[src/rtl/hk_sram_burst_reader.sv]
// Burst reader for the housekeeping SRAM port: it fetches 32-bit words and streams them out as bytes.
// Define HK_SRAM_BSWAP_EN to emit each word MSB first. By default the LSB is emitted first.
module hk_sram_burst_reader (
    input  logic        core_clk,
    input  logic        core_rst,
    input  logic        req_valid,
    output logic        req_ready,
    input  logic [7:0]  req_addr,
    input  logic [7:0]  req_cnt,
    input  logic        abort,
    output logic        byte_valid,
    input  logic        byte_ready,
    output logic [7:0]  byte_data,
    output logic        byte_last,
    output logic        busy,
    output logic        hkspi_sram_clk,
    output logic        hkspi_sram_csb,
    output logic [7:0]  hkspi_sram_addr,
    input  logic [31:0] hkspi_sram_rdata
);

    localparam logic [2:0] IDLE  = 3'd0;
    localparam logic [2:0] SETUP = 3'd1;
    localparam logic [2:0] CLKHI = 3'd2;
    localparam logic [2:0] READ  = 3'd3;
    localparam logic [2:0] SHIFT = 3'd4;

    logic [2:0]  state_q, state_d;
    logic [7:0]  addr_q, addr_d;
    logic [7:0]  cnt_q, cnt_d;
    logic [31:0] word_q, word_d;
    logic [1:0]  idx_q, idx_d;
    logic        clk_q, clk_d;
    logic        csb_q, csb_d;

    always_comb begin
        state_d = state_q;
        addr_d  = addr_q;
        cnt_d   = cnt_q;
        word_d  = word_q;
        idx_d   = idx_q;
        clk_d   = clk_q;
        csb_d   = csb_q;
        case (state_q)
            IDLE: begin
                if (req_valid) begin
                    state_d = SETUP;
                    addr_d  = req_addr;
                    cnt_d   = req_cnt;
                    csb_d   = 1'b0;
                end
            end
            SETUP: begin
                state_d = CLKHI;
                clk_d   = 1'b1;
            end
            CLKHI: begin
                state_d = READ;
                clk_d   = 1'b0;
            end
            READ: begin
                state_d = SHIFT;
                word_d  = hkspi_sram_rdata;
                idx_d   = 2'd0;
            end
            SHIFT: begin
                if (byte_ready) begin
                    idx_d = idx_q + 2'd1;
                    if (idx_q == 2'd3) begin
                        if (cnt_q == 8'd0) begin
                            state_d = IDLE;
                            csb_d   = 1'b1;
                        end else begin
                            // The address wraps modulo 256. csb stays low between words.
                            state_d = SETUP;
                            cnt_d   = cnt_q - 8'd1;
                            addr_d  = addr_q + 8'd1;
                        end
                    end
                end
            end
            default: begin
                state_d = IDLE;
                clk_d   = 1'b0;
                csb_d   = 1'b1;
            end
        endcase
        if (abort) begin
            state_d = IDLE;
            clk_d   = 1'b0;
            csb_d   = 1'b1;
            word_d  = 32'h0;
            idx_d   = 2'd0;
        end
    end

    always_ff @(posedge core_clk) begin
        if (core_rst) begin
            state_q <= IDLE;
            addr_q  <= 8'h00;
            cnt_q   <= 8'h00;
            word_q  <= 32'h0;
            idx_q   <= 2'd0;
            clk_q   <= 1'b0;
            csb_q   <= 1'b1;
        end else begin
            state_q <= state_d;
            addr_q  <= addr_d;
            cnt_q   <= cnt_d;
            word_q  <= word_d;
            idx_q   <= idx_d;
            clk_q   <= clk_d;
            csb_q   <= csb_d;
        end
    end

    always_comb begin
        byte_data = 8'h00;
`ifdef HK_SRAM_BSWAP_EN
        case (idx_q)
            2'd0:    byte_data = word_q[31:24];
            2'd1:    byte_data = word_q[23:16];
            2'd2:    byte_data = word_q[15:8];
            default: byte_data = word_q[7:0];
        endcase
`else
        case (idx_q)
            2'd0:    byte_data = word_q[7:0];
            2'd1:    byte_data = word_q[15:8];
            2'd2:    byte_data = word_q[23:16];
            default: byte_data = word_q[31:24];
        endcase
`endif
    end

    assign req_ready       = (state_q == IDLE) && !core_rst;
    assign busy            = (state_q != IDLE);
    assign byte_valid      = (state_q == SHIFT);
    assign byte_last       = byte_valid && (idx_q == 2'd3) && (cnt_q == 8'd0);
    assign hkspi_sram_clk  = clk_q;
    assign hkspi_sram_csb  = csb_q;
    assign hkspi_sram_addr = addr_q;

endmodule

[config.mk]
export PLATFORM = sky130hd
export DESIGN_NAME = hk_sram_burst_reader
export DESIGN_NICKNAME = d
export VERILOG_FILES = /design/src/rtl/hk_sram_burst_reader.sv
export SDC_FILE = /design/constraint.sdc
export NUM_CORES = 1
export LEC_CHECK = 0
export ABC_CLOCK_PERIOD_IN_PS = 2800
export CAP_MARGIN = 30
export CELL_PAD_IN_SITES_DETAIL_PLACEMENT = 0
export CELL_PAD_IN_SITES_GLOBAL_PLACEMENT = 1
export CORE_MARGIN = 10
export CORE_UTILIZATION = 38
export CTS_CLUSTER_DIAMETER = 50
export DETAILED_ROUTE_END_ITERATION = 7
export GPL_ROUTABILITY_DRIVEN = 0
export GPL_TIMING_DRIVEN = 0
export PLACE_DENSITY = 0.94
export SYNTH_ARGS = -nofsm -noshare
export SYNTH_HDL_FRONTEND = slang
export SYNTH_SLANG_ARGS = --single-unit
export TNS_END_PERCENT = 30
[constraint.sdc]
create_clock -name core_clk -period 2.8 [get_ports core_clk]
set_clock_uncertainty 0.1 [all_clocks]
set_input_delay 0.42 -clock core_clk [delete_from_list [all_inputs] [get_ports core_clk]]
set_output_delay 0.42 -clock core_clk [all_outputs]
set_load 0.1 [all_outputs]
==> out/metrics.yaml <==
clocking:
  clockBufferDepth: 2
  numClockSinks: 55
  cts_buffers: 5
  clkTransAtPathRegs_ns: 0.11
  cts_root_buf: "clkbuf_8"
  post_cts.repair.setup_buffers: 0
  holdBufCountCts: 0
  htree_levels: 2
  clk_latency_ns: 0.32
  cts_tree: "done"
placed_design:
  port_buffers: 73
  pre_cts_slack_ns: -0.382
  dp.cells: 535
  place.detailed.hpwl_um: 6550
sta:
  slew_viol_final: 0
  setup_viol: 2
  hold_ws_ns: 0.364
  setup_tns_ns: -0.0470
  fin_crit_ns: 2.84
  maxSlewHeadroom_pct: 33.9
  worst_pin_slew_ns: 0.988
  fin_ws_ns: -0.0371
  hold_violations: 0
  rsz0062_at_grt: "true"
  finalCritPeriodShare_pct: 101
  fmax_mhz: 352
floorplan:
  start_util_pct: 39.3
  core-area_sq_um: 7290
  dieArea_sq_um: 11400
  die_h_um: 107
  die-width_um: 107
  ios: 75
  rows: 31
outcome:
  outcome: "finished, violations left"
  violations: "setup timing"
synthesis:
  synth_top_flop_cell: "dfxtp_1"
  synth.avg_cell_area_sq_um: 7.90
  yosysMostFrequentCell: "nand2_1"
  synth.largest_area_cell: "dfxtp_1"
  synth-seq-cells: 55
  synth_fp_nets: 423
  yosys_warnings: 0
  synth_top_area_share_pct: 38.4
  syn_inst: 363
  synth_area_sq_um: 2870
  synth-edff-count: 0
  synthTopCellsByCount: "nand2_1 (80), dfxtp_1 (55), a21oi_1 (52), clkbuf_1 (19), inv_1 (16)"
  synth_cell_types: 53
  yosys-top-cells-area: "dfxtp_1 (38%), nand2_1 (10%), a21oi_1 (9.1%)"
  async_flop_share_pct: 0
  yosysSeqAreaShare_pct: 38.4
critical_path:
  start_kind: "register"
  critPathMaxFanout: 8
  rrSetupSlack_ns: 0.56
  crit_type: "reg2out"
  cp.arrival_ns: 2.32
  worstPathRequired_ns: 2.28
  end_kind: "output port"
global_routing:
  overflow: 0
  grt_pass1_vias: 2970
  antenna_found_initial: 0
  grt_max_degree: 20
  grt_pass1_wl_um: 14600
  grtUsageTotal_pct: 15.3
finish:
  area_delta_synth_final_pct: 32.8
  drive_gt1_share_pct: 10.6
  n_fill_cell: 745
  nets: 503
  finalNonFillerCells: 543
  num_antenna_cells: 0
pwr:
  p_total_mw: 1.62
  power_density_nw_per_um2: 426
  ir_drop_mv: 0.219
  leakage_nw: 1.30
routing:
  route.detailed.wl_per_inst_um: 16.2
  drt_first_pass_iters: 4
  drcViolationCount: 0
  via_per_inst: 5.41
  num_vias: 2937
  drt_iter0_markers: 200
  wirelength_um: 8820
  ant_nets: 0
worst_hold_path:
  min_path_type: "reg2reg"
job:
  drv_cap: 0
## placed cells by master (no fill, tap or decap), types with 2 or more instances in the layout
master,count
a21oi_1,52
a221oi_2,2
a222oi_1,8
a311oi_2,2
a31oi_1,5
and2_0,2
and2_1,2
and3_1,6
buf_2,7
buf_4,2
buf_6,5
clkbuf_1,18
clkbuf_8,5
clkdlybuf4s15_2,4
clkdlybuf4s50_1,61
dfxtp_1,55
ha_1,7
inv_1,16
mux2i_1,9
nand2_1,80
nand2b_1,2
nand3_1,5
nor2_1,14
nor3_1,12
nor3b_1,3
nor4_1,4
o211ai_1,4
o21ai_0,5
o21ai_1,2
o31ai_1,2
o32ai_1,6
or2_2,4
## worst max-delay path: stages (launching register included)
cell and delay (ns):
dfxtp_1 0.39, inv_1 0.11, ha_1 0.21, clkbuf_1 0.22, a222oi_1 0.43, mux2i_1 0.16, clkdlybuf4s15_2 0.49
## cell type report
class	instances	area, sq um	share of cell area (%)
Clock buffer	5	68.8	1.81
Clock inverter	3	27.5	0.722
Buffer	29	155	4.07
Multi-Input combinational cell	262	1550	40.8
Sequential cell	55	1100	28.9
Inverter	17	68.8	1.81
Timing Repair Buffer	73	712	18.7
Tap cell	99	124	3.25
## metal layers
layer	GRT usage, %	routed length (um)	vias up
li1	-	-	1445
met1	19.4	3900	1378
met2	25.5	4240	102
met3	3.17	529	12
met4	4.26	145	0
met5	0	0	-
## through the flow
| stage | util [%] | area, sq um |
|---|---|---|
| final | 52.2 | 3810 |
| after detailed placement | 51.1 | 3730 |
| after global routing | 52.2 | 3810 |
| after floorplan | - | 2870 |
| after CTS | 52.3 | 3820 |
| after global placement | 51.1 | 3730 |
## registers in the layout (all words and copies together) (netlist names)
signal and count:
cnt_q 8, hkspi_sram_addr 8, hkspi_sram_clk 1, hkspi_sram_csb 1, idx_q 2, state_q 3, word_q 32
## what timing repair did
| item | 4_1_cts | 5_1_grt |
|---|---|---|
| setup endpoints to repair | 11 | 9 |
| pin swaps | 0 | 2 |
| gates resized for setup | 38 | 11 |
## worst paths after layout
check | end | startpoint | cells past startpoint
max | byte_data[2] | idx_q[0]$_SDFFE_PP0P_ | 6
min | word_q[25]$_SDFFE_PP0P_ | word_q[25]$_SDFFE_PP0P_ | 2
max reg2reg | hkspi_sram_addr[5]$_SDFFE_PP0P_ | cnt_q[0]$_SDFFE_PP0P_ | 6
min reg2reg | word_q[25]$_SDFFE_PP0P_ | word_q[25]$_SDFFE_PP0P_ | 2
## cell families after synthesis
logic type,after synthesis,share of synthesized area [%]
AO/OA/AOI/OAI,98,23.2
XOR/XNOR,1,0.305
adder cells (fa/ha/maj),7,3.05
buffers and inverters,46,7.76
flip-flops,55,38.4
multiplexers,9,3.14
AND/OR/NAND/NOR,147,24.1
## where the power goes
part | switching (mW) | total (mW) | internal [mW]
sequential | 0.0225 | 0.824 | 0.801
clock | 0.290 | 0.474 | 0.185
combinational | 0.190 | 0.325 | 0.134
(Power assumes the default switching activity.)
